<file path="src/rtl/sha3_miner_pkg.sv">
// Shared register map and bit-field positions for the SHA3 miner host CSR block.
package sha3_miner_pkg;

  // Word addresses on the Avalon-MM slave
  localparam logic [4:0] ADDR_HDR0     = 5'h00;
  localparam logic [4:0] ADDR_DIFF0    = 5'h08;
  localparam logic [4:0] ADDR_NONCE_LO = 5'h10;
  localparam logic [4:0] ADDR_NONCE_HI = 5'h11;
  localparam logic [4:0] ADDR_CTL      = 5'h12;
  localparam logic [4:0] ADDR_STATUS   = 5'h13;
  localparam logic [4:0] ADDR_SOL_LO   = 5'h14;
  localparam logic [4:0] ADDR_SOL_HI   = 5'h15;
  localparam logic [4:0] ADDR_IRQ_CTL  = 5'h16;
  localparam logic [4:0] ADDR_RUNCNT   = 5'h17;

  // Miner control word fields (LSB positions)
  localparam int unsigned CTL_RUN  = 0;
  localparam int unsigned CTL_TEST = 1;
  localparam int unsigned CTL_HALT = 2;
  localparam int unsigned CTL_PADL = 3;
  localparam int unsigned CTL_PADF = 11;

  // Miner status input bits
  localparam int unsigned STS_IRQ    = 0;
  localparam int unsigned STS_RUN    = 1;
  localparam int unsigned STS_TEST   = 2;
  localparam int unsigned STS_STAGES = 3;

  // Status register (0x13) extra bits above the raw miner status
  localparam int unsigned SREG_PENDING   = 8;
  localparam int unsigned SREG_IRQ_EN    = 9;
  localparam int unsigned SREG_WP_ERR    = 10;
  localparam int unsigned SREG_MINER_IRQ = 11;

  // irq_ctl register (0x16) bits
  localparam int unsigned IRQC_PENDING = 0;
  localparam int unsigned IRQC_EN      = 1;
  localparam int unsigned IRQC_WP_ERR  = 2;

  // Job registers are the ones frozen while the miner runs
  function automatic logic is_job_addr(input logic [4:0] addr);
    return addr <= ADDR_NONCE_HI;
  endfunction

endpackage

</file>
<file path="src/rtl/sha3_miner_irq_ctrl.sv">
// Miner IRQ edge detection, sticky pending flag, enable and registered host irq.
module sha3_miner_irq_ctrl (
  input  logic clk,
  input  logic rst,
  input  logic miner_irq,
  input  logic clr_pending,
  input  logic en_we,
  input  logic en_wd,
  output logic rise,
  output logic pending,
  output logic irq_en,
  output logic irq_out
);

  logic miner_irq_d;

  assign rise = miner_irq & ~miner_irq_d;

  // Pending is set by a miner rise; a simultaneous host clear loses to the set
  always_ff @(posedge clk) begin
    if (rst) begin
      miner_irq_d <= 1'b0;
      pending     <= 1'b0;
      irq_en      <= 1'b0;
      irq_out     <= 1'b0;
    end else begin
      miner_irq_d <= miner_irq;
      if (rise)
        pending <= 1'b1;
      else if (clr_pending)
        pending <= 1'b0;
      if (en_we)
        irq_en <= en_wd;
      irq_out <= pending & irq_en;
    end
  end

endmodule

</file>
<file path="src/rtl/sha3_miner_csr.sv">
// Avalon-MM register file fronting the SHA3-256 miner: job registers,
// control, solution capture, sticky interrupt and run-cycle counter.
module sha3_miner_csr
  import sha3_miner_pkg::*;
#(
  parameter int unsigned CTL_W = 19,
  parameter int unsigned CNT_W = 32
) (
  input  logic             clk,
  input  logic             rst,
  input  logic [4:0]       avs_address,
  input  logic             avs_read,
  input  logic             avs_write,
  input  logic [31:0]      avs_writedata,
  output logic [31:0]      avs_readdata,
  output logic             avs_readdatavalid,
  output logic             irq_out,
  output logic [255:0]     header,
  output logic [255:0]     difficulty,
  output logic [63:0]      start_nonce,
  output logic [CTL_W-1:0] control,
  input  logic [63:0]      solution,
  input  logic [6:0]       status,
  input  logic             miner_irq
);

  logic [63:0]      sol_cap;
  logic [31:0]      sol_hi_shadow;
  logic             wp_err;
  logic [CNT_W-1:0] run_cnt;
  logic             rise;
  logic             pending;
  logic             irq_en;
  logic [31:0]      rd_mux;

  logic wr_irq_ctl;
  logic wr_runcnt;

  assign wr_irq_ctl = avs_write && (avs_address == ADDR_IRQ_CTL);
  assign wr_runcnt  = avs_write && (avs_address == ADDR_RUNCNT);

  sha3_miner_irq_ctrl u_irq_ctrl (
    .clk         (clk),
    .rst         (rst),
    .miner_irq   (miner_irq),
    .clr_pending (wr_irq_ctl && avs_writedata[IRQC_PENDING]),
    .en_we       (wr_irq_ctl),
    .en_wd       (avs_writedata[IRQC_EN]),
    .rise        (rise),
    .pending     (pending),
    .irq_en      (irq_en),
    .irq_out     (irq_out)
  );

  // Job/control register writes; job writes while running are dropped and flagged
  always_ff @(posedge clk) begin
    if (rst) begin
      header      <= '0;
      difficulty  <= '0;
      start_nonce <= '0;
      control     <= '0;
      wp_err      <= 1'b0;
    end else if (avs_write) begin
      if (is_job_addr(avs_address)) begin
        if (control[CTL_RUN])
          wp_err <= 1'b1;
        else if (avs_address[4])
          start_nonce[{avs_address[0], 5'b0} +: 32] <= avs_writedata;
        else if (avs_address[3])
          difficulty[{avs_address[2:0], 5'b0} +: 32] <= avs_writedata;
        else
          header[{avs_address[2:0], 5'b0} +: 32] <= avs_writedata;
      end else if (avs_address == ADDR_CTL) begin
        control <= avs_writedata[CTL_W-1:0];
      end else if (avs_address == ADDR_IRQ_CTL && avs_writedata[IRQC_WP_ERR]) begin
        wp_err <= 1'b0;
      end
    end
  end

  // Solution capture on miner rise; reading the low word latches the high word
  always_ff @(posedge clk) begin
    if (rst) begin
      sol_cap       <= '0;
      sol_hi_shadow <= '0;
    end else begin
      if (rise)
        sol_cap <= solution;
      if (avs_read && avs_address == ADDR_SOL_LO)
        sol_hi_shadow <= sol_cap[63:32];
    end
  end

  // Run-cycle counter: host write clears and beats a same-cycle increment
  always_ff @(posedge clk) begin
    if (rst)
      run_cnt <= '0;
    else if (wr_runcnt)
      run_cnt <= '0;
    else if (status[STS_RUN] && !miner_irq)
      run_cnt <= run_cnt + 1'b1;
  end

  // Read mux over pre-write register state
  always_comb begin
    rd_mux = '0;
    if (avs_address < ADDR_DIFF0) begin
      rd_mux = header[{avs_address[2:0], 5'b0} +: 32];
    end else if (avs_address < ADDR_NONCE_LO) begin
      rd_mux = difficulty[{avs_address[2:0], 5'b0} +: 32];
    end else begin
      case (avs_address)
        ADDR_NONCE_LO: rd_mux = start_nonce[31:0];
        ADDR_NONCE_HI: rd_mux = start_nonce[63:32];
        ADDR_CTL:      rd_mux[CTL_W-1:0] = control;
        ADDR_STATUS:   rd_mux = {20'b0, miner_irq, wp_err, irq_en, pending, 1'b0, status};
        ADDR_SOL_LO:   rd_mux = sol_cap[31:0];
        ADDR_SOL_HI:   rd_mux = sol_hi_shadow;
        ADDR_IRQ_CTL:  rd_mux = {29'b0, wp_err, irq_en, pending};
        ADDR_RUNCNT:   rd_mux[CNT_W-1:0] = run_cnt;
        default:       rd_mux = '0;
      endcase
    end
  end

  // Fixed one-cycle read response
  always_ff @(posedge clk) begin
    if (rst) begin
      avs_readdata      <= '0;
      avs_readdatavalid <= 1'b0;
    end else begin
      avs_readdatavalid <= avs_read;
      avs_readdata      <= avs_read ? rd_mux : '0;
    end
  end

endmodule

</file>
<file path="config.mk">
export PLATFORM = sky130hd
export DESIGN_NAME = sha3_miner_csr
export DESIGN_NICKNAME = d
export VERILOG_FILES = /design/src/rtl/sha3_miner_pkg.sv /design/src/rtl/sha3_miner_irq_ctrl.sv /design/src/rtl/sha3_miner_csr.sv
export SDC_FILE = /design/constraint.sdc
export NUM_CORES = 2
export LEC_CHECK = 0
export ABC_CLOCK_PERIOD_IN_PS = 2700
export CAP_MARGIN = 25
export CORE_AREA = 2 2 287 289
export DETAILED_ROUTE_END_ITERATION = 8
export DIE_AREA = 0 0 289 291
export PLACE_DENSITY = 0.79
export REMOVE_ABC_BUFFERS = 1
export SETUP_SLACK_MARGIN = 0.02
export SYNTH_ARGS = -nofsm -noshare
export SYNTH_HDL_FRONTEND = slang
export SYNTH_SLANG_ARGS = --single-unit
</file>
<file path="constraint.sdc">
create_clock -name clk -period 2.7 [get_ports clk]
set_input_delay 0.54 -clock clk [delete_from_list [all_inputs] [get_ports clk]]
set_output_delay 0.54 -clock clk [all_outputs]
set_load 0.01 [all_outputs]
</file>
==> flow_summary.json <==
{
  "maxCapViolCount": 0,
  "slew_viol_final": 0,
  "clkSlewWorstSetupHoldPaths_ns": 0.06,
  "r2r_cells": 7,
  "p_switching_mw": 6.18,
  "rsz0062_at_grt": "false",
  "drt_first_pass_iters": 8,
  "cts.path.max_buffers": 3,
  "dieArea_mm2": 0.0841,
  "netSwitchingFraction_pct": 24.7,
  "startpoint": "avs_address[4]",
  "cts_tree": "done",
  "antenna_found_initial": 18,
  "clock-sinks": 761,
  "outcome": "complete, no violations",
  "grt_pass1_wl_um": 221000,
  "htreeDepth": 3,
  "routabilityCongestion": 0.968,
  "antenna_left": 0,
  "synth_seq_cells": 761,
  "initial_core_util_pct": 40.3,
  "clockPowerShare_pct": 46.8,
  "p_comb_share_pct": 7.7,
  "avgViaCountPerCell": 5.90,
  "fp.dieW_um": 289,
  "ys.flop_type": "dfxtp_1",
  "grt_max_degree": 188,
  "num_vias": 34596,
  "setup_viol": 0,
  "cts_made_buffers": 82,
  "min-delay-start": "rst",
  "hold_violations": 0,
  "wl_um": 158000,
  "irDropWorstVdd_v": 0.000418,
  "worst_slew_pin_slew_ns": 1.12,
  "die_h_um": 291,
  "fp.coreArea_mm2": 0.0812,
  "finalCritPeriodShare_pct": 98.0,
  "hold_end": "header[38]",
  "area_delta_synth_final_pct": 38.4,
  "start_kind": "input pin",
  "clk_latency_ns": 0.65,
  "max_freq_ghz": 0.378,
  "synth-seq-area-share_pct": 46.5,
  "dp_hpwl_um": 110000,
  "p_int_mw": 18.8,
  "finalPower_mw": 25.0,
  "yosysWarnings": 0,
  "io_buffers": 741,
  "synthDistinctLibCells": 68,
  "synth_cells": 4031,
  "required_ns": 3.14,
  "critPathCaptureType": "flip-flop",
  "arrival_ns": 3.09,
  "post-place-cells": 5697,
  "track_usage_pct": 35.9,
  "hold_depth": 2,
  "grt_pass1_vias": 31589,
  "reg2reg_from": "control[0]",
  "drive_gt1_share_pct": 9.88,
  "whs_ns": 0.158,
  "cts_hold_buf": 0,
  "period_needed_ns": 2.65,
  "drt_iter0_drc": 5035,
  "wl_per_cell_um": 27.0,
  "rows": 105,
  "cellLeakagePower_nw": 16.6,
  "fin_nets": 4830,
  "hp-class": "input pin to flip-flop",
  "placed_area_mm2": 0.0425,
  "slew_headroom_pct": 25.0,
  "worstSetupPathType": "input pin to flip-flop",
  "post_cts_buffers": 0,
  "synthesis.area_mm2": 0.0327,
  "worst-r2r-setup-slack_ns": 0.69,
  "root_buffer": "clkbuf_16",
  "power.density_mw_per_mm2": 552,
  "path_max_fanout": 14,
  "fin_util_pct": 55.8,
  "synth_edf_count": 0,
  "async_flop_share_pct": 0,
  "final_area_mm2": 0.0453,
  "r2r-end": "header[160]",
  "pwr-share-seq_pct": 45.5,
  "cts-resized-gates": 1,
  "gr-total-overflow": 0,
  "drc_errors": 0,
  "fin_cells": 5862,
  "clock-skew-final_ns": 0.0252,
  "avgSynthCellArea_um2": 8.12,
  "io_pins": 742
}
-- placed cells by master (no fill, tap or decap), drive strengths merged, types with 54 or more instances in the layout --
cell / n
nor2: 855
dfxtp: 761
clkdlybuf4s50: 737
nand2: 719
a21oi: 662
buf: 210
mux2i: 209
clkbuf: 118
mux4: 75
a22oi: 56
nand3: 54
-- registers in the layout, indices dropped and copies added (netlist names) --
signal / cells
difficulty: 256
header: 256
sol_cap: 64
start_nonce: 64
avs_readdata: 32
run_cnt: 32
sol_hi_shadow: 32
control: 19
avs_readdatavalid: 1
u_irq_ctrl.irq_en: 1
u_irq_ctrl.irq_out: 1
u_irq_ctrl.miner_irq_d: 1
u_irq_ctrl.pending: 1
wp_err: 1
-- worst max-delay path, cell delays in order --
cell and delay [ns]:
clkdlybuf4s50_1 0.79, buf_4 0.26, inv_1 0.23, and3_2 0.29, buf_4 0.23, a31oi_1 0.39, o21ai_0 0.30
-- power by group through the flow --
stage / sequential (mW) / clock (mW) / combinational, mW
finish: 11.4 / 11.7 / 1.92
detailed placement: 11.6 / 0 / 1.85
floorplan: 11.6 / 0 / 0.549
global route: 11.4 / 12.2 / 1.98
global placement: 11.6 / 0 / 1.84
CTS: 11.4 / 11.8 / 1.86
-- layer usage --
metal / vias up / share of wire [%] / track usage [%]
met5: - / 0 / 0
met4: 0 / 7.1 / 22.5
met3: 572 / 12 / 7.97
met2: 2592 / 43 / 52.7
met1: 16417 / 38 / 47.7
li1: 15015 / - / -
-- cells by family (layout without fill, tap and decap cells) --
kind of cell,Yosys count,in the layout,share of synthesized area [%]
AOI/OAI and AO/OA,855,855,14.4
xor gates and xnor gates,21,21,0.562
buffers and inverters,356,1100,4.95
DFF,761,761,46.5
and+or+nand+nor,1737,1737,21.4
adders and majority gates,6,6,0.229
muxes,295,295,11.9
other,0,17,0
-- worst max path at each step --
stage,cells after the start,end
after detailed placement,9,avs_readdata[12]
after CTS,9,avs_readdata[12]
after global placement,9,avs_readdata[12]
final,7,avs_readdata[14]
after floorplan,4,header[224]
after global routing,9,avs_readdata[14]
-- cell type report --
class | count | area [µm²]
Antenna cell | 17 | 42.5
Clock buffer | 118 | 2430
Clock inverter | 30 | 364
Fill cell | 7194 | 35900
Inverter | 5 | 18.8
Multi-Input combinational cell | 2914 | 16100
Sequential cell | 761 | 15200
Tap cell | 1070 | 1340
Timing Repair Buffer | 947 | 9770
-- cells in the mapped netlist, types with 11 or more instances --
library cell / number / area share (%)
mux2_2: 11 / 0.38
nor2_1: 853 / 9.8
nand2_1: 719 / 8.2
nand3_1: 47 / 0.72
a22oi_1: 56 / 1.3
buf_2: 111 / 1.7
buf_4: 34 / 0.78
o22ai_1: 15 / 0.29
nand4_1: 16 / 0.31
a21oi_1: 662 / 10
o211ai_1: 19 / 0.44
o21ai_0: 31 / 0.47
mux2i_1: 209 / 6.4
clkbuf_1: 195 / 2.2
and3_1: 17 / 0.32
mux4_2: 75 / 5.2
a221oi_1: 17 / 0.45
xor2_1: 18 / 0.48
dfxtp_1: 761 / 47
nor3_1: 15 / 0.23
-- through the flow --
stage	setup WS (ns)	setup TNS, ns
after CTS	0.171	0
after global routing	0.105	0
after detailed placement	-0.729	-73.55
after floorplan	-1.22	-380.42
final	0.0545	0
after global placement	-0.680	-63.26
Power figures use the tool's default switching activity.
